`config.mk`:
```
export PLATFORM = sky130hd
export DESIGN_NAME = mic_array_capture_scheduler_flat
export DESIGN_NICKNAME = d
export VERILOG_FILES = /design/src/rtl/mic_array_capture_scheduler_if.sv /design/src/rtl/mic_array_capture_scheduler.sv /design/src/flat_wrapper.sv
export SDC_FILE = /design/constraint.sdc
export NUM_CORES = 1
export LEC_CHECK = 0
export ABC_AREA = 1
export BUFFER_PORTS_ARGS = -buffer_cell sky130_fd_sc_hd__buf_4
export CAP_MARGIN = 10
export CORE_ASPECT_RATIO = 0.5
export CORE_MARGIN = 10
export CORE_UTILIZATION = 35
export DETAILED_ROUTE_END_ITERATION = 12
export GPL_TIMING_DRIVEN = 0
export PLACE_DENSITY_LB_ADDON = 0.3
export SLEW_MARGIN = 20
export SYNTH_ARGS = -nofsm -noshare
export SYNTH_HDL_FRONTEND = slang
export SYNTH_SLANG_ARGS = --single-unit
```
`constraint.sdc`:
```
create_clock -name clk_in -period 2.3 [get_ports clk_in]
set_clock_uncertainty 0.1 [all_clocks]
set_input_delay 0.69 -clock clk_in [delete_from_list [all_inputs] [get_ports clk_in]]
set_output_delay 0.69 -clock clk_in [all_outputs]
set_load 0.01 [all_outputs]
```
`src/rtl/mic_array_capture_scheduler_if.sv`:
```
`default_nettype none
// +--------------------------------------------------------------------------+
// | Interface : mic_array_capture_scheduler_if                               |
// | Purpose   : Valid/ready sample stream between the microphone capture     |
// |             scheduler (master) and the audio pipeline (slave).           |
// | Signals   : sample_out        signed sample, SAMPLE_BITS wide            |
// |             channel_out       channel = 2*line + side                    |
// |             sample_valid_out  sample_out/channel_out are valid           |
// |             sample_ready_in   sink accepts when valid && ready           |
// | Revision  : 1.0  initial release                                         |
// +--------------------------------------------------------------------------+
interface mic_array_capture_scheduler_if #(
   parameter int SAMPLE_BITS = 24,
   parameter int CH_W        = 3
);
   logic [SAMPLE_BITS-1:0] sample_out;
   logic [CH_W-1:0]        channel_out;
   logic                   sample_valid_out;
   logic                   sample_ready_in;

   modport master (
      output sample_out,
      output channel_out,
      output sample_valid_out,
      input  sample_ready_in
   );

   modport slave (
      input  sample_out,
      input  channel_out,
      input  sample_valid_out,
      output sample_ready_in
   );
endinterface
`default_nettype wire

```
`src/rtl/mic_array_capture_scheduler.sv`:
```
`default_nettype none
// +--------------------------------------------------------------------------+
// | Module    : mic_array_capture_scheduler                                  |
// | Purpose   : I2S master for a MEMS microphone array. Generates SCK/WS,    |
// |             deserialises NUM_LINES SD lines (L and R mic per line) and   |
// |             drains each completed slot onto one valid/ready stream.      |
// | Ports     : clk_in             system clock                              |
// |             rst_in             asynchronous active-low reset             |
// |             enable_in          run request, honoured at frame boundaries |
// |             mic_sd_in          serial data, bit i = line i               |
// |             mic_sck_out        I2S bit clock                             |
// |             mic_ws_out         word select (0 = left, 1 = right)         |
// |             overflow_out       sticky: undrained words were discarded    |
// |             clear_overflow_in  synchronous clear of overflow_out         |
// |             smp                sample stream (master modport)            |
// | Revision  : 1.0  initial release                                         |
// +--------------------------------------------------------------------------+
module mic_array_capture_scheduler #(
   parameter int NUM_LINES   = 4,
   parameter int SCK_DIV     = 16,
   parameter int SAMPLE_BITS = 24,
   parameter int SLOT_BITS   = 32
) (
   input  wire logic                 clk_in,
   input  wire logic                 rst_in,
   input  wire logic                 enable_in,
   input  wire logic [NUM_LINES-1:0] mic_sd_in,
   output logic                      mic_sck_out,
   output logic                      mic_ws_out,
   output logic                      overflow_out,
   input  wire logic                 clear_overflow_in,
   mic_array_capture_scheduler_if.master smp
);
   localparam int CH_W   = $clog2(2*NUM_LINES);
   localparam int DIV_W  = (SCK_DIV > 1) ? $clog2(SCK_DIV) : 1;
   localparam int BIT_W  = $clog2(2*SLOT_BITS);
   localparam int IDX_W  = (NUM_LINES > 1) ? $clog2(NUM_LINES) : 1;
   localparam int PEND_W = $clog2(NUM_LINES+1);

   localparam logic [DIV_W-1:0] DIV_LAST = DIV_W'(SCK_DIV-1);
   localparam logic [BIT_W-1:0] BIT_LAST = BIT_W'(2*SLOT_BITS-1);
   localparam logic [BIT_W-1:0] SLOT_LEN = BIT_W'(SLOT_BITS);
   localparam logic [BIT_W-1:0] LAST_SIG = BIT_W'(SAMPLE_BITS);

   typedef enum logic {ST_IDLE = 1'b0, ST_RUN = 1'b1} state_t;

   state_t                                  state_q, state_d;
   logic [DIV_W-1:0]                        div_cnt_q, div_cnt_d;
   logic                                    sck_q, sck_d;
   logic                                    ws_q, ws_d;
   logic [BIT_W-1:0]                        bit_cnt_q, bit_cnt_d;
   logic [NUM_LINES-1:0][SAMPLE_BITS-1:0]   shift_q, shift_d;
   logic [NUM_LINES-1:0][SAMPLE_BITS-1:0]   bank_q, bank_d;
   logic                                    bank_side_q, bank_side_d;
   logic [PEND_W-1:0]                       pending_q, pending_d;
   logic [IDX_W-1:0]                        idx_q, idx_d;
   logic                                    latch_q, latch_d;
   logic                                    valid_q, valid_d;
   logic [SAMPLE_BITS-1:0]                  sample_q, sample_d;
   logic [CH_W-1:0]                         channel_q, channel_d;
   logic                                    overflow_q, overflow_d;

   logic                                    w_sck_rise;
   logic [BIT_W-1:0]                        w_slot_bit;
   logic                                    w_capture;
   logic                                    w_last_bit;
   logic                                    w_xfer;
   logic                                    w_ovf_set;

   // ws_q always equals (bit_cnt_q >= SLOT_BITS), so it selects the slot offset.
   assign w_sck_rise = (state_q == ST_RUN) && (div_cnt_q == DIV_LAST) && !sck_q;
   assign w_slot_bit = ws_q ? (bit_cnt_q - SLOT_LEN) : bit_cnt_q;
   // Slot bit 0 is the I2S one-bit delay; bits past the sample width are padding.
   assign w_capture  = w_sck_rise && (w_slot_bit != '0) && (w_slot_bit <= LAST_SIG);
   assign w_last_bit = w_sck_rise && (w_slot_bit == LAST_SIG);
   assign w_xfer     = valid_q && smp.sample_ready_in;

   // Bit-clock generation and frame sequencing
   always_comb begin : p_fsm
      state_d   = state_q;
      div_cnt_d = div_cnt_q;
      sck_d     = sck_q;
      bit_cnt_d = bit_cnt_q;
      ws_d      = ws_q;
      case (state_q)
         ST_IDLE: begin
            if (enable_in) begin
               state_d = ST_RUN;
            end
         end
         ST_RUN: begin
            if (div_cnt_q == DIV_LAST) begin
               div_cnt_d = '0;
               sck_d     = ~sck_q;
               if (sck_q) begin
                  // Falling edge: advance the frame position.
                  if (bit_cnt_q == BIT_LAST) begin
                     bit_cnt_d = '0;
                     if (!enable_in) begin
                        state_d = ST_IDLE;
                     end
                  end else begin
                     bit_cnt_d = bit_cnt_q + BIT_W'(1);
                  end
                  ws_d = (bit_cnt_d >= SLOT_LEN);
               end
            end else begin
               div_cnt_d = div_cnt_q + DIV_W'(1);
            end
         end
         default: state_d = ST_IDLE;
      endcase
   end

   // Capture, bank latch and drain
   always_comb begin : p_datapath
      shift_d     = shift_q;
      bank_d      = bank_q;
      bank_side_d = bank_side_q;
      pending_d   = pending_q;
      idx_d       = idx_q;
      latch_d     = w_last_bit;
      valid_d     = valid_q;
      sample_d    = sample_q;
      channel_d   = channel_q;
      w_ovf_set   = 1'b0;

      if (w_capture) begin
         for (int l = 0; l < NUM_LINES; l++) begin
            shift_d[l] = {shift_q[l][SAMPLE_BITS-2:0], mic_sd_in[l]};
         end
      end

      if (w_xfer) begin
         valid_d = 1'b0;
      end

      // A latch replaces whatever is left of the old bank; the output
      // register itself is untouched and keeps its word until accepted.
      if (latch_q) begin
         bank_d      = shift_q;
         bank_side_d = ws_q;
         pending_d   = PEND_W'(NUM_LINES);
         idx_d       = '0;
         w_ovf_set   = (pending_q != '0);
      end else if ((!valid_q || w_xfer) && (pending_q != '0)) begin
         sample_d  = bank_q[idx_q];
         channel_d = CH_W'({idx_q, bank_side_q});
         valid_d   = 1'b1;
         pending_d = pending_q - PEND_W'(1);
         idx_d     = idx_q + IDX_W'(1);
      end

      // Set has priority over clear.
      if (w_ovf_set) begin
         overflow_d = 1'b1;
      end else if (clear_overflow_in) begin
         overflow_d = 1'b0;
      end else begin
         overflow_d = overflow_q;
      end
   end

   always_ff @(posedge clk_in or negedge rst_in) begin : p_regs
      if (!rst_in) begin
         state_q     <= ST_IDLE;
         div_cnt_q   <= '0;
         sck_q       <= 1'b0;
         ws_q        <= 1'b0;
         bit_cnt_q   <= '0;
         shift_q     <= '0;
         bank_q      <= '0;
         bank_side_q <= 1'b0;
         pending_q   <= '0;
         idx_q       <= '0;
         latch_q     <= 1'b0;
         valid_q     <= 1'b0;
         sample_q    <= '0;
         channel_q   <= '0;
         overflow_q  <= 1'b0;
      end else begin
         state_q     <= state_d;
         div_cnt_q   <= div_cnt_d;
         sck_q       <= sck_d;
         ws_q        <= ws_d;
         bit_cnt_q   <= bit_cnt_d;
         shift_q     <= shift_d;
         bank_q      <= bank_d;
         bank_side_q <= bank_side_d;
         pending_q   <= pending_d;
         idx_q       <= idx_d;
         latch_q     <= latch_d;
         valid_q     <= valid_d;
         sample_q    <= sample_d;
         channel_q   <= channel_d;
         overflow_q  <= overflow_d;
      end
   end

   assign mic_sck_out          = sck_q;
   assign mic_ws_out           = ws_q;
   assign overflow_out         = overflow_q;
   assign smp.sample_out       = sample_q;
   assign smp.channel_out      = channel_q;
   assign smp.sample_valid_out = valid_q;

endmodule
`default_nettype wire
```
`src/flat_wrapper.sv`:
```
// flat-port wrapper written by rule: the top's interface ports become plain ports
module mic_array_capture_scheduler_flat 
#(
   parameter int NUM_LINES   = 4,
   parameter int SCK_DIV     = 16,
   parameter int SAMPLE_BITS = 24,
   parameter int SLOT_BITS   = 32
)
  (clk_in, rst_in, enable_in, mic_sd_in, mic_sck_out, mic_ws_out, overflow_out, clear_overflow_in, smp_sample_out, smp_channel_out, smp_sample_valid_out, smp_sample_ready_in);
  mic_array_capture_scheduler_if #(.SAMPLE_BITS(SAMPLE_BITS)) smp_i ();
  input  wire logic clk_in;
  input  wire logic rst_in;
  input  wire logic enable_in;
  input  wire logic [NUM_LINES-1:0] mic_sd_in;
  output logic mic_sck_out;
  output logic mic_ws_out;
  output logic overflow_out;
  input  wire logic clear_overflow_in;
  output wire logic [$bits(smp_i.sample_out)-1:0] smp_sample_out;
  output wire logic [$bits(smp_i.channel_out)-1:0] smp_channel_out;
  output wire logic [$bits(smp_i.sample_valid_out)-1:0] smp_sample_valid_out;
  input wire logic [$bits(smp_i.sample_ready_in)-1:0] smp_sample_ready_in;
  assign smp_sample_out = smp_i.sample_out;
  assign smp_channel_out = smp_i.channel_out;
  assign smp_sample_valid_out = smp_i.sample_valid_out;
  assign smp_i.sample_ready_in = smp_sample_ready_in;
  mic_array_capture_scheduler #(.NUM_LINES(NUM_LINES), .SCK_DIV(SCK_DIV), .SAMPLE_BITS(SAMPLE_BITS), .SLOT_BITS(SLOT_BITS)) u_core (.clk_in(clk_in), .rst_in(rst_in), .enable_in(enable_in), .mic_sd_in(mic_sd_in), .mic_sck_out(mic_sck_out), .mic_ws_out(mic_ws_out), .overflow_out(overflow_out), .clear_overflow_in(clear_overflow_in), .smp(smp_i));
endmodule
```
**Word-level counts from Yosys, hierarchy flattened**

Cells that the tools add are included.

- Bits in writable memories: 0
- Memory bits (read-only): 0
- Output and inout port bits: 31
- Memories: 0
- Word-level logic and storage cells: 75
- Latch bits: 0
- Bits in registers: 241
- Input port bits: 9

- Bitwise gates (word level): 3
- Shift operators: 0
- $lt $le $gt $ge: 3
- Eq/ne operators: 3
- Reduce and logical (&&, ||, !) cells: 17
- Div/mod/pow operators: 0
- Multiplexer cells: 23
- Add/sub/neg operators: 5
- $mul: 0

Operators with widths:

| operator | number |
|---|---|
| 24-bit binary-select mux with 2-bit select | 1 |
| 6-bit 2-to-1 mux | 5 |
| 24-bit 2-to-1 mux | 1 |
| 1-bit 2-to-1 mux | 10 |
| 1-bit logical AND | 7 |
| 6-bit by 1-bit adder with 6-bit output (second input constant) | 1 |
| 6-bit by 5-bit equality test with 1-bit output (second input constant) | 1 |
| 6-bit equality test (second input constant) | 1 |
| 6-bit >= comparator (second input constant) | 1 |
| 6-bit by 5-bit less-or-equal comparator with 1-bit output (second input constant) | 1 |
| 3-bit 2-to-1 mux | 2 |
| 6-bit nonzero test | 1 |
| 6-bit subtractor (second input constant) | 1 |
| 4-bit by 1-bit adder with 4-bit output (second input constant) | 1 |
| 4-bit equality test (second input constant) | 1 |
| 2-bit 2-to-1 mux | 2 |
| 4-bit 2-to-1 mux | 1 |
| 2-bit AND reduction | 2 |
| 2-bit nonzero test | 2 |
| 2-bit by 3-bit less-than comparator with 1-bit output (second input constant) | 1 |
| 1-bit inverter | 3 |
| 3-bit AND reduction | 1 |
| 3-bit nonzero test | 1 |
| 3-bit by 1-bit subtractor with 3-bit output (second input constant) | 1 |
| other kinds (4) | 5 |

**Longest topological paths before layout**

Gate-level depths: netlist of the first run.

- Depth after elaboration: 6
- Gate-level depth with buffers: 11
- Gate-level depth less buffers: 9

**Least setup slack after synthesis of the first run**

Ideal clock, no wire load.

- Path kind: flip-flop to flip-flop
- From: register u_core.bit_cnt_q[0]
- To: register u_core.shift_q[64] (netlist bit)
- Path slack: 0.593 ns
- Setup time: 0.117 ns
- Path buffers: 2
- Clock period less this slack: 1.707 ns
- Cell stages (with the launch flop): 12
- Arrival: 1.490 ns
- Cell sequence: dfrtp_1 > inv_1 > ha_1 > inv_1 > nor2_1 > nand2_1 > nand2_1 > nand3_2 > buf_4 > buf_2 > nand2_1 > nand2_1

- Longest elaborated chain between the ends: 5

Ends and longest elaborated chain:

| element | RTL line | source |
|---|---|---|
| start, declared | mic_array_capture_scheduler.sv:51 | `logic [BIT_W-1:0] bit_cnt_q, bit_cnt_d;` |
| start signal, assigned | mic_array_capture_scheduler.sv:186 | `bit_cnt_q <= bit_cnt_d;` |
| 6-bit subtractor | mic_array_capture_scheduler.sv:72 | `assign w_slot_bit = ws_q ? (bit_cnt_q - SLOT_LEN) : bit_cnt_q;` |
| 6-bit 2-to-1 mux * | mic_array_capture_scheduler.sv:72 |  |
| parallel branches: the longest is 2 deep, another holds 6-bit by 5-bit less-or-equal comparator with 1-bit output | -- |  |
| 1-bit logical AND * | mic_array_capture_scheduler.sv:74 | `assign w_capture = w_sck_rise && (w_slot_bit != '0) && (w_slot_bit <= LAST_SIG);` |
| end signal, assigned | mic_array_capture_scheduler.sv:187 | `shift_q <= shift_d;` |
| end, declared | mic_array_capture_scheduler.sv:52 | `logic [NUM_LINES-1:0][SAMPLE_BITS-1:0] shift_q, shift_d;` |

Every way passes the cells marked *.
A chain may end at the register's enable or synchronous reset.

**Worst setup path after layout of the first run**

- From: register u_core.ws_q (netlist: u_core.mic_ws_out)
- To: register u_core.shift_q[87] (netlist bit)

- Longest elaborated chain between the ends: 4

Ends and longest elaborated chain:

| element | RTL line | source |
|---|---|---|
| start, declared | mic_array_capture_scheduler.sv:50 | `logic ws_q, ws_d;` |
| start signal, assigned | mic_array_capture_scheduler.sv:185 | `ws_q <= ws_d;` |
| 6-bit 2-to-1 mux * | mic_array_capture_scheduler.sv:72 |  |
| parallel branches: the longest is 2 deep, another holds 6-bit by 5-bit less-or-equal comparator with 1-bit output | -- |  |
| 1-bit logical AND * | mic_array_capture_scheduler.sv:74 |  |

Marks and branches as above.

==> summary.txt, run 1 <==
Outcome
  • Outcome: finished clean

Worst hold path
  • Worst hold-check path type: input pin to async pin

Placement
  • Half-perimeter wire length after placement: 20100 um
  • Post-placement setup slack: -0.0369 ns
  • Placer Congestion: roughly 0.89
  • Port Buffer Count: 39

GRT
  • Global-route congestion overflow total: 0
  • Wire length of the first global-routing pass: roughly 45000 um
  • Overall fraction of global-route tracks in use: between 10 and 15%
  • Pin count of the biggest net entering global routing: 94
  • Number of global-route vias before repair: 8208
  • Initial antenna violation count: 0

Routing
  • Total wirelength of the detailed-routed design: about 28000 um
  • Total DRC errors in the routed layout: 0
  • Detailed Routing Iterations Pass 1: 5
  • Wire length per cell: 16.6 um
  • Number of vias per cell: 4.98
  • Final ANT Viol Nets: 0
  • DR vias: around 8400
  • Number of design-rule violations left by the first detailed-router iteration: 721

Timing
  • Max transition margin: between 50% and 60%
  • Worst slew pin tran: around 0.71 ns
  • Final setup violation count: 0
  • Fin. max-slew vios: 0
  • Final Critical Period: around 2.2 ns
  • RSZ-0062 raised after global routing: no
  • Number of hold violations in the final report: 0
  • F_max: 0.459 GHz
  • Final critical-path share of the clock period: a little over nine tenths
  • Worst Slack Setup Final: about 0.12 ns
  • Final total negative setup slack: 0 ns

Logic synthesis
  • Area share of the largest cell type after synthesis: approximately three fifths
  • Leading post-synthesis cells by cell area: sky130_fd_sc_hd__dfrtp_1, sky130_fd_sc_hd__nand2_1, sky130_fd_sc_hd__nand4_1, sky130_fd_sc_hd__o21ai_0, sky130_fd_sc_hd__inv_1
  • Number of warning messages in the yosys log: 0
  • Flip-flop and latch count after synthesis: around 240
  • Library cell occupying the most area in the post-synthesis netlist: sky130_fd_sc_hd__dfrtp_1
  • Synthesized instance count: between 1000 and 1500
  • Syn_nets: ~1200
  • Proportion of synthesized chip area in sequential cells: about three fifths
  • Library cells used by synthesis: 26
  • Post-synthesis cell area: 10300 um2
  • Post-Synthesis Mean Instance Area: about 8.5 um2

Floorplan
  • Width of the chip: around 260 um
  • Die area: ~37000 um2
  • IO Count: 40
  • Row cnt: 44
  • Vertical extent of the die: 141 um
  • Area of the core: between 20000 and 30000 um2
  • Initial Utilization: a little over a third

Critical path
  • Startpoint type of the worst setup path: flip-flop
  • Arrival time reported for the critical path endpoint: 2.54 ns
  • Worst Setup End Kind: flip-flop
  • Critical Setup Path Class: flip-flop to flip-flop
  • CP Data Required Time: ~2.7 ns
  • Largest fanout of any net on the critical path: 10

CTS
  • TritonCTS buffer count: 25
  • Hold_buf cts: 0
  • Clock-pin transition on the worst setup and hold timing paths: ~0.06 ns
  • Buffer levels on the longest clock path: 3
  • Clk Tree Root Cell: sky130_fd_sc_hd__clkbuf_16
  • Later-pin clock latency in the skew report: about 0.53 ns
  • H-tree depth: 1
  • TritonCTS clock tree: done
  • Clk sink count: ~240

Final layout
  • Utilization after layout: about two fifths
  • Fill cell total of the finished layout: about 2900
  • Area growth from synthesis to layout: 16.3%
  • Diode count: 0
  • Fraction of layout instances using a drive strength above 1: ~8.6%
  • Final net count: about 1300

Pwr
  • Internal cell power: approximately 6.7 mW
  • VDD IR max: approximately 0.00037 V
  • Fraction of power consumed by combinational cells: 1.3%
  • Static leakage: 6.09 nW
  • Switching Share: about a fifth
  • Fraction of power consumed by sequential logic: approximately 51%
  • P_sw: around 1.7 mW
  • Clock network fraction of design power: 48.0%
  • Pwr per Cell Area: between 600 and 700 nW/um2

Job
  • MaxCap Viol Count: 0
[cells in the final DEF (no fill, tap or decap), types with 2 or more instances in the layout]
| cell type | n |
|---|---|
| sky130_fd_sc_hd__clkinv_1 | 2 |
| sky130_fd_sc_hd__xor2_1 | 3 |
| sky130_fd_sc_hd__buf_2 | 25 |
| sky130_fd_sc_hd__clkbuf_1 | 59 |
| sky130_fd_sc_hd__nand2_1 | 549 |
| sky130_fd_sc_hd__nand4_1 | 99 |
| sky130_fd_sc_hd__o21ai_0 | 97 |
| sky130_fd_sc_hd__nor3_1 | 2 |
| sky130_fd_sc_hd__clkbuf_16 | 25 |
| sky130_fd_sc_hd__buf_4 | 42 |
| sky130_fd_sc_hd__buf_1 | 2 |
| sky130_fd_sc_hd__clkinv_2 | 3 |
| sky130_fd_sc_hd__buf_6 | 2 |
| sky130_fd_sc_hd__clkbuf_8 | 2 |
| sky130_fd_sc_hd__nor2_1 | 11 |
| sky130_fd_sc_hd__bufinv_16 | 3 |
| sky130_fd_sc_hd__o211ai_1 | 24 |
| sky130_fd_sc_hd__dfrtp_1 | 241 |
| sky130_fd_sc_hd__a21oi_1 | 11 |
| sky130_fd_sc_hd__buf_16 | 2 |
| sky130_fd_sc_hd__inv_1 | 65 |
| sky130_fd_sc_hd__ha_1 | 5 |
| sky130_fd_sc_hd__nand3_1 | 8 |
[flip-flops by register name (all words and copies together), names as in the netlist, 2 cells and up]
register                count
u_core.smp.channel_out      3
u_core.shift_q             96
u_core.pending_q            3
u_core.idx_q                2
u_core.bit_cnt_q            6
u_core.div_cnt_q            4
u_core.bank_q              96
u_core.smp.sample_out      24
[timing repair]
| item | 4_1_cts | 5_1_grt |
|---|---|---|
| gates resized for setup | 2 | 1 |
| setup endpoints to repair | 4 | 9 |
| setup buffers | 0 | 3 |
| pin swaps | 0 | 1 |
[logic make-up after synthesis]
kind of cell             Yosys count  synth area share (%)
AND/OR/NAND/NOR                  674                  27.3
flip-flops                       241                  58.5
buffers and inverters            149                  5.91
AO/OA/AOI/OAI                    135                  7.20
adder cells (fa/ha/maj)            5                 0.607
XOR/XNOR                           4                 0.413
[layer usage]
layer / vias to the layer above / part of all wire, % / GRT usage (%)
met1: 4088 / 46 / 20.0
met4: 0 / 2.6 / 4.33
met5: - / 0 / 0
met3: 48 / 5.7 / 2.56
li1: 4049 / - / -
met2: 202 / 46 / 24.0
[worst max-delay path, stage by stage (launching register included)]
cell                       delay [ns]
sky130_fd_sc_hd__dfrtp_1         0.50
sky130_fd_sc_hd__xnor2_4         0.42
sky130_fd_sc_hd__clkbuf_1        0.54
sky130_fd_sc_hd__buf_2           0.32
sky130_fd_sc_hd__nand4_1         0.13
sky130_fd_sc_hd__nand2_1         0.10
[synth_stat cells]
| cell | n |
|---|---|
| sky130_fd_sc_hd__a21oi_1 | 11 |
| sky130_fd_sc_hd__and3_1 | 1 |
| sky130_fd_sc_hd__buf_1 | 2 |
| sky130_fd_sc_hd__buf_2 | 25 |
| sky130_fd_sc_hd__buf_4 | 1 |
| sky130_fd_sc_hd__buf_6 | 2 |
| sky130_fd_sc_hd__clkbuf_1 | 52 |
| sky130_fd_sc_hd__clkinv_1 | 2 |
| sky130_fd_sc_hd__dfrtp_1 | 241 |
| sky130_fd_sc_hd__ha_1 | 5 |
| sky130_fd_sc_hd__inv_1 | 65 |
| sky130_fd_sc_hd__nand2_1 | 550 |
| sky130_fd_sc_hd__nand3_1 | 8 |
| sky130_fd_sc_hd__nand3_2 | 1 |
| sky130_fd_sc_hd__nand4_1 | 99 |
| sky130_fd_sc_hd__nand4_2 | 1 |
| sky130_fd_sc_hd__nor2_1 | 11 |
| sky130_fd_sc_hd__nor2_4 | 1 |
| sky130_fd_sc_hd__nor3_1 | 2 |
| sky130_fd_sc_hd__o211ai_1 | 24 |
| sky130_fd_sc_hd__o21a_1 | 1 |
| sky130_fd_sc_hd__o21ai_0 | 97 |
| sky130_fd_sc_hd__o21bai_1 | 1 |
| sky130_fd_sc_hd__o22ai_1 | 1 |
| sky130_fd_sc_hd__xnor2_2 | 1 |
| sky130_fd_sc_hd__xor2_1 | 3 |
[power groups by stage]
stage	Sequential (mW)	Combinational, mW	Clock, mW
after CTS	4.25	0.115	4.11
after global placement	4.32	0.0977	0
final	4.25	0.106	4.03
after floorplan	4.32	0.00315	0
after global routing	4.24	0.126	4.29
after detailed placement	4.32	0.114	0
[area by class of cell]
type                       count  area, um2  share of cell area, %
tap                          391        489                   4.08
clock inverter                 7        114                  0.950
timing repair buffer          44        378                   3.15
sequential                   241       6030                   50.3
buffer                        81        354                   2.96
multi-input combinational    818       3680                   30.7
inverter                      67        251                   2.10
clock buffer                  35        683                   5.70
[stage by stage]
step	area [um2]	power (mW)	hold WS [ns]	instances
after floorplan	10300	4.33	0.294	1208
after global placement	11100	4.42	0.349	1638
after detailed placement	11100	4.44	0.351	1640
after CTS	12000	8.47	0.109	1681
after global routing	12000	8.65	0.134	1684
final	12000	8.38	0.0842	1684
[worst paths after layout]
kind / cells past startpoint / start / end / slack [ns]
max: 5 / u_core.mic_ws_out$_DFFE_PN0P_ / u_core.shift_q[87]$_DFFE_PN0P_ / 0.12
min: 1 / rst_in / u_core.shift_q[37]$_DFFE_PN0P_ / 0.08
max reg2reg: 5 / u_core.mic_ws_out$_DFFE_PN0P_ / u_core.shift_q[87]$_DFFE_PN0P_ / 0.12
min reg2reg: 2 / u_core.bank_side_q$_DFFE_PN0P_ / u_core.bank_side_q$_DFFE_PN0P_ / 0.36
max in group asynchronous: 3 / rst_in / u_core.smp.sample_out[23]$_DFFE_PN0P_ / 0.81
min in group clk_in: 2 / enable_in / u_core.state_q$_DFF_PN0_ / 0.26
No activity file was read; power rests on OpenSTA's default activity.
==> run 2: changes to the inputs <==
==> constraint.sdc (replaced) <==
create_clock -name clk_in -period 2.8 [get_ports clk_in]
set_clock_uncertainty 0.1 [all_clocks]
set_input_delay 0 -clock clk_in [delete_from_list [all_inputs] [get_ports clk_in]]
set_output_delay 0 -clock clk_in [all_outputs]
set_load 0.01 [all_outputs]
==> summary.txt, run 2 (same netlist as run 1, synthesis figures left out) <==
Outcome
  • Failing checks: negative hold slack
  • Outcome: finished with violations

Routing
  • Wire length per cell: 16.7 um (+0.35%)
  • Total wirelength of the detailed-routed design: 28200 um (+0.71%)
  • Total DRC errors in the routed layout: 0 (unchanged)
  • Number of vias per cell: 4.98 (-0.11%)
  • Final ANT Viol Nets: 0 (unchanged)
  • DR vias: 8408 (+0.25%)
  • Number of design-rule violations left by the first detailed-router iteration: 727 (+0.83%)
  • Detailed Routing Iterations Pass 1: 5 (unchanged)

Critical path
  • Startpoint type of the worst setup path: flip-flop
  • Delay of the slowest critical-path stage: 0.56 ns (+0.02 ns)
  • CP Data Required Time: 3.10 ns (+0.44 ns)
  • Largest delay share family, worst path: buffers and inverters
  • Start point of the critical path: u_core.latch_q$_DFF_PN0_
  • Capture point of the worst reg-to-reg path: u_core.smp.channel_out[0]$_DFFE_PN0P_
  • Buffering stage count on the worst path with inverters included: 3 (+1)
  • Cell occurring most often along the worst timing path: sky130_fd_sc_hd__clkbuf_1
  • Worst setup endpoint: u_core.smp.channel_out[0]$_DFFE_PN0P_
  • Critical Setup Path Class: flip-flop to flip-flop
  • Slowest library cell on the worst path: sky130_fd_sc_hd__dfrtp_1
  • Arrival time reported for the critical path endpoint: 2.69 ns (+0.15 ns)
  • Worst Reg-to-Reg Cells: 5 (unchanged)
  • Largest fanout of any net on the critical path: 10 (unchanged)
  • Slack of the worst reg-to-reg path: 0.40 ns (+0.28 ns)
  • Critical Path Stages: 5 (unchanged)
  • Series of cell instances along the critical path: clkbuf_1 -> clkinv_1 -> clkbuf_1 -> nand2_1 -> o21ai_0
  • Crit Reg-Reg Startpoint: u_core.latch_q$_DFF_PN0_
  • Worst Setup End Kind: flip-flop

Worst hold path
  • Worst hold-check path type: input pin to async pin

CTS
  • Number of instances resized during post-cts repair: 0 (-2)
  • Hold_buf cts: 8 (+8)
  • Clk Tree Root Cell: sky130_fd_sc_hd__clkbuf_16
  • Later-pin clock latency in the skew report: 0.53 ns (about the same)
  • Number of setup buffers added after CTS: 0 (unchanged)
  • H-tree depth: 1 (unchanged)
  • Clk sink count: 241 (unchanged)
  • TritonCTS buffer count: 25 (unchanged)
  • Clock-pin transition on the worst setup and hold timing paths: 0.06 ns (about the same)
  • TritonCTS clock tree: done
  • Buffer levels on the longest clock path: 3 (unchanged)

Placement
  • Placed Cells: 1640 (unchanged)
  • Placer Congestion: 0.894 (unchanged)
  • Half-perimeter wire length after placement: 20100 um (unchanged)
  • Port Buffer Count: 39 (unchanged)
  • Post-placement setup slack: 0.463 ns (+0.500 ns)

Timing
  • RSZ-0062 raised after global routing: no
  • Worst slew pin tran: 0.710 ns (-0.00388 ns)
  • F_max: 0.417 GHz (-9.1%)
  • Final total negative setup slack: 0 ns (unchanged)
  • Fin. max-slew vios: 0 (unchanged)
  • Final Critical Period: 2.40 ns (+0.217 ns)
  • Worst Slack Setup Final: 0.403 ns (+0.283 ns)
  • Max transition margin: 52.6% (+0.26 points)
  • Tightest hold margin: -0.0152 ns (-0.0995 ns)
  • Final setup violation count: 0 (unchanged)
  • Final critical-path share of the clock period: 85.6% (-9.2 points)
  • Number of hold violations in the final report: 24 (+24)

Final layout
  • Utilization after layout: 41.4% (+0.15 points)
  • Diode count: 0 (unchanged)
  • Commonest cells after routing, fill and taps aside: sky130_fd_sc_hd__nand2_1, sky130_fd_sc_hd__dfrtp_1, sky130_fd_sc_hd__nand4_1, sky130_fd_sc_hd__o21ai_0, sky130_fd_sc_hd__inv_1
  • Most common cell after layout, fill and taps aside: sky130_fd_sc_hd__nand2_1
  • Area growth from synthesis to layout: 16.7%
  • Final Non-Filler Cells: 1690 (+0.36%)
  • Fraction of layout instances using a drive strength above 1: 8.24% (-0.35 points)
  • Final net count: 1298 (+0.46%)

Pwr
  • Internal cell power: 5.48 mW (-18%)
  • Switching Share: 20.6% (+0.056 points)
  • VDD IR max: 0.000301 V (-18%)
  • P_sw: 1.42 mW (-17%)
  • Pwr per Cell Area: 574 nW/um2 (-18%)
  • Fraction of power consumed by combinational cells: 1.4% (about the same)
  • Static leakage: 6.10 nW (+0.25%)
  • Fraction of power consumed by sequential logic: 50.6% (about the same)
  • Clock network fraction of design power: 48.0% (about the same)

GRT
  • Wire length of the first global-routing pass: 45500 um (+0.53%)
  • Number of global-route vias before repair: 8236 (+0.34%)
  • Initial antenna violation count: 0 (unchanged)
  • Global-route congestion overflow total: 0 (unchanged)
  • Pin count of the biggest net entering global routing: 94 (unchanged)
  • Overall fraction of global-route tracks in use: 14.9% (+0.082 points)

Floorplan
  • Row cnt: 44 (unchanged)
  • IO Count: 40 (unchanged)
  • Vertical extent of the die: 141 um (unchanged)
  • Die area: 37100 um2 (unchanged)
  • Area of the core: 29000 um2 (unchanged)
  • Initial Utilization: 35.5% (unchanged)
  • Width of the chip: 263 um (unchanged)

Job
  • MaxCap Viol Count: 0 (unchanged)
run 2: cell type report:
type / count / area (um2)
plain buffers: 82 / 358
clock buffers: 35 / 683
clock inverters: 7 / 114
fillers: 2892 / 17000
inverters: 67 / 251
multi-input cells: 818 / 3660
flip-flops and latches: 241 / 6030
well taps: 391 / 489
repair buffers: 49 / 435
run 2: power by group through the flow:
stage	Clock, mW	Sequential (mW)	Combinational, mW
global route	3.52	3.49	0.113
finish	3.31	3.49	0.0968
CTS	3.37	3.49	0.103
global placement	0	3.55	0.0802
floorplan	0	3.55	0.00259
detailed placement	0	3.55	0.0939
run 2: worst min-delay path by stage:
stage | start | to | slack (ns)
4_1_cts | rst_in | u_core.shift_q[37]$_DFFE_PN0P_ | 0.007
3_5_place_dp | rst_in | u_core.shift_q[37]$_DFFE_PN0P_ | -0.03
2_1_floorplan | rst_in | u_core.bank_q[0]$_DFFE_PN0P_ | -0.40
5_1_grt | rst_in | u_core.shift_q[37]$_DFFE_PN0P_ | 0.06
6_report | rst_in | u_core.shift_q[37]$_DFFE_PN0P_ | -0.02
3_3_place_gp | clear_overflow_in | u_core.overflow_out$_DFFE_PN0P_ | 0.09
run 2: metrics by stage:
stage | total power, mW | area [um2]
after floorplan | 3.55 | 10300
after global placement | 3.63 | 11100
after detailed placement | 3.65 | 11100
after CTS | 6.97 | 12000
after global routing | 7.12 | 12000
final | 6.90 | 12000
run 2: metal layers:
metal	GRT usage, %	part of all wire [%]	vias up
met4	4.33	2.6	0
met2	24.2	46	217
met1	20.1	46	4087
met5	0	0	-
li1	-	-	4061
met3	2.55	5.8	43
==> run 3: changes to the inputs <==
Settings changed: CORE_MARGIN 10 to 5, CORE_UTILIZATION 35 to 40, PLACE_DENSITY_LB_ADDON 0.3 to 0.2.
==> summary.txt, run 3 (same netlist as run 1, synthesis figures left out) <==
Outcome
  • Outcome: finished with violations
  • Failing checks: negative hold slack

Timing
  • Fin. max-slew vios: 0 (unchanged)
  • Worst slew pin tran: 0.749 ns (+0.0389 ns)
  • Tightest hold margin: -0.0195 ns (-0.00430 ns)
  • Max transition margin: 50.0% (-2.6 points)
  • F_max: 0.429 GHz (+2.7%)
  • RSZ-0062 raised after global routing: no
  • Final Critical Period: 2.33 ns (-0.0639 ns)
  • Number of hold violations in the final report: 8 (-67%)
  • Final setup violation count: 0 (unchanged)
  • Final total negative setup slack: 0 ns (unchanged)
  • Final critical-path share of the clock period: 83.3% (-2.3 points)

Pwr
  • P_sw: 1.37 mW (-3.5%)
  • Clock network fraction of design power: 44.8% (-3.2 points)
  • Fraction of power consumed by sequential logic: 53.7% (+3.1 points)
  • Pwr per Cell Area: 549 nW/um2 (-4.3%)
  • Internal cell power: 5.12 mW (-6.5%)
  • Static leakage: 6.03 nW (-1.1%)
  • VDD IR max: 0.000316 V (+5.1%)
  • Switching Share: 21.1% (+0.52 points)
  • Final total power: 6.49 mW (-5.9%)
  • Fraction of power consumed by combinational cells: 1.5% (about the same)

Routing
  • Total wirelength of the detailed-routed design: 27800 um (-1.2%)
  • Detailed-routing wirelength on met1: 13600 um (+5.1%)
  • Uppermost layer routed: met4
  • Detailed Routing Iterations Pass 1: 5 (unchanged)
  • Final ANT Viol Nets: 0 (unchanged)
  • Detailed-routed wire length on met3: 1740 um (+6.4%)
  • Number of vias per cell: 5.16 (+3.7%)
  • Wire length per cell: 17.0 um (+2.2%)
  • DR vias: 8439 (+0.37%)
  • Routed met2 length: 12000 um (-6.8%)
  • Number of design-rule violations left by the first detailed-router iteration: 724 (-0.41%)
  • Total DRC errors in the routed layout: 0 (unchanged)

Final layout
  • Area growth from synthesis to layout: 14.8%
  • Utilization after layout: 46.8% (+5.3 points)
  • Most common cell after layout, fill and taps aside: sky130_fd_sc_hd__nand2_1
  • Commonest cells after routing, fill and taps aside: sky130_fd_sc_hd__nand2_1, sky130_fd_sc_hd__dfrtp_1, sky130_fd_sc_hd__nand4_1, sky130_fd_sc_hd__o21ai_0, sky130_fd_sc_hd__inv_1
  • Fraction of layout instances using a drive strength above 1: 7.75% (-0.49 points)
  • Final net count: 1296 (-0.15%)
  • Final Non-Filler Cells: 1635 (-3.3%)
  • Diode count: 0 (unchanged)

CTS
  • TritonCTS clock tree: done
  • H-tree depth: 1 (unchanged)
  • Clock-pin transition on the worst setup and hold timing paths: 0.06 ns (about the same)
  • Number of instances resized during post-cts repair: 0 (unchanged)
  • Later-pin clock latency in the skew report: 0.51 ns (-0.02 ns)
  • Clk sink count: 241 (unchanged)
  • Buffer levels on the longest clock path: 3 (unchanged)
  • Clk Tree Root Cell: sky130_fd_sc_hd__clkbuf_16
  • TritonCTS buffer count: 23 (-8.0%)

Floorplan
  • Row cnt: 41 (-6.8%)
  • Die area: 29300 um2 (-21%)
  • Width of the chip: 237 um (-9.8%)
  • Initial Utilization: 40.7% (+5.2 points)
  • IO Count: 40 (unchanged)
  • Area of the core: 25300 um2 (-13%)
  • Vertical extent of the die: 123 um (-13%)

GRT
  • Overall fraction of global-route tracks in use: 19.3% (+4.4 points)
  • Global-route congestion overflow total: 0 (unchanged)
  • Initial antenna violation count: 0 (unchanged)
  • Pin count of the biggest net entering global routing: 94 (unchanged)
  • Wire length of the first global-routing pass: 45000 um (-1.1%)
  • Number of global-route vias before repair: 8132 (-1.3%)

Critical path
  • Capture point of the worst reg-to-reg path: u_core.shift_q[91]$_DFFE_PN0P_
  • Largest fanout of any net on the critical path: 10 (unchanged)
  • Worst Reg-to-Reg Cells: 11 (+6)
  • Worst Setup End Kind: flip-flop
  • Critical Setup Path Class: flip-flop to flip-flop
  • Crit Reg-Reg Startpoint: u_core.bit_cnt_q[0]$_DFFE_PN0P_
  • Arrival time reported for the critical path endpoint: 2.63 ns (-0.06 ns)
  • Slack of the worst reg-to-reg path: 0.47 ns (+0.06 ns)
  • Start point of the critical path: u_core.bit_cnt_q[0]$_DFFE_PN0P_
  • Worst setup endpoint: u_core.shift_q[91]$_DFFE_PN0P_
  • Startpoint type of the worst setup path: flip-flop
  • CP Data Required Time: 3.10 ns (about the same)

Placement
  • Half-perimeter wire length after placement: 19700 um (-2.1%)
  • Placer Congestion: 0.898 (+0.47%)
  • Port Buffer Count: 39 (unchanged)
  • Placed Cells: 1593 (-2.9%)

Job
  • MaxCap Viol Count: 0 (unchanged)

Worst hold path
  • Worst hold-check path type: input pin to async pin
-- run 3: worst max-delay path, stage by stage (launching register included) --
cell and delay, ns:
sky130_fd_sc_hd__dfrtp_1 0.41, sky130_fd_sc_hd__inv_1 0.10, sky130_fd_sc_hd__ha_1 0.17, sky130_fd_sc_hd__inv_1 0.04
sky130_fd_sc_hd__nor2_1 0.08, sky130_fd_sc_hd__nand2_1 0.05, sky130_fd_sc_hd__nand2_1 0.34, sky130_fd_sc_hd__nand3_2 0.29
sky130_fd_sc_hd__buf_4 0.31, sky130_fd_sc_hd__buf_2 0.20, sky130_fd_sc_hd__nand2_1 0.08, sky130_fd_sc_hd__nand2_1 0.05
-- run 3: layout make-up --
type	count	area [um2]
repair buffers	49	435
flip-flops and latches	241	6030
well taps	344	430
inverters	67	251
multi-input cells	818	3660
clock buffers	31	616
clock inverters	3	40.0
plain buffers	82	358
fillers	2447	13500
-- run 3: worst min path at each step --
stage | end | slack [ns] | cells after the start
4_1_cts | u_core.shift_q[15]$_DFFE_PN0P_ | 0.02 | 2
2_1_floorplan | u_core.bank_q[0]$_DFFE_PN0P_ | -0.40 | 0
3_5_place_dp | u_core.shift_q[15]$_DFFE_PN0P_ | -0.02 | 1
6_report | u_core.shift_q[15]$_DFFE_PN0P_ | -0.02 | 2
3_3_place_gp | u_core.overflow_out$_DFFE_PN0P_ | 0.1 | 2
5_1_grt | u_core.shift_q[15]$_DFFE_PN0P_ | 0.07 | 2
-- run 3: power groups by stage --
| stage | clock network (mW) | logic [mW] | registers (mW) |
|---|---|---|---|
| floorplan | 0 | 0.00259 | 3.55 |
| global placement | 0 | 0.0808 | 3.55 |
| detailed placement | 0 | 0.0951 | 3.55 |
| CTS | 2.96 | 0.104 | 3.49 |
| global route | 3.11 | 0.116 | 3.48 |
| finish | 2.91 | 0.0974 | 3.49 |
-- run 3: through the flow --
| stage | setup slack, ns | cell area [um2] |
|---|---|---|
| floorplan | 1.09 | 10300 |
| global placement | -0.284 | 11000 |
| detailed placement | 0.502 | 11100 |
| CTS | 0.495 | 11800 |
| global route | 0.328 | 11800 |
| finish | 0.467 | 11800 |
-- run 3: timing repair --
action | CTS | global route
hold buffers | 8 | 0
endpoints found under the setup margin | 0 | 0
endpoints found under the hold margin | 161 | 0
setup buffers | 0 | 0
-- run 3: metal layers --
| metal | vias up | global-route usage [%] |
|---|---|---|
| li1 | 4041 | - |
| met1 | 4183 | 28.6 |
| met2 | 175 | 29.3 |
| met3 | 40 | 4.30 |
| met4 | 0 | 3.96 |
| met5 | - | 0 |
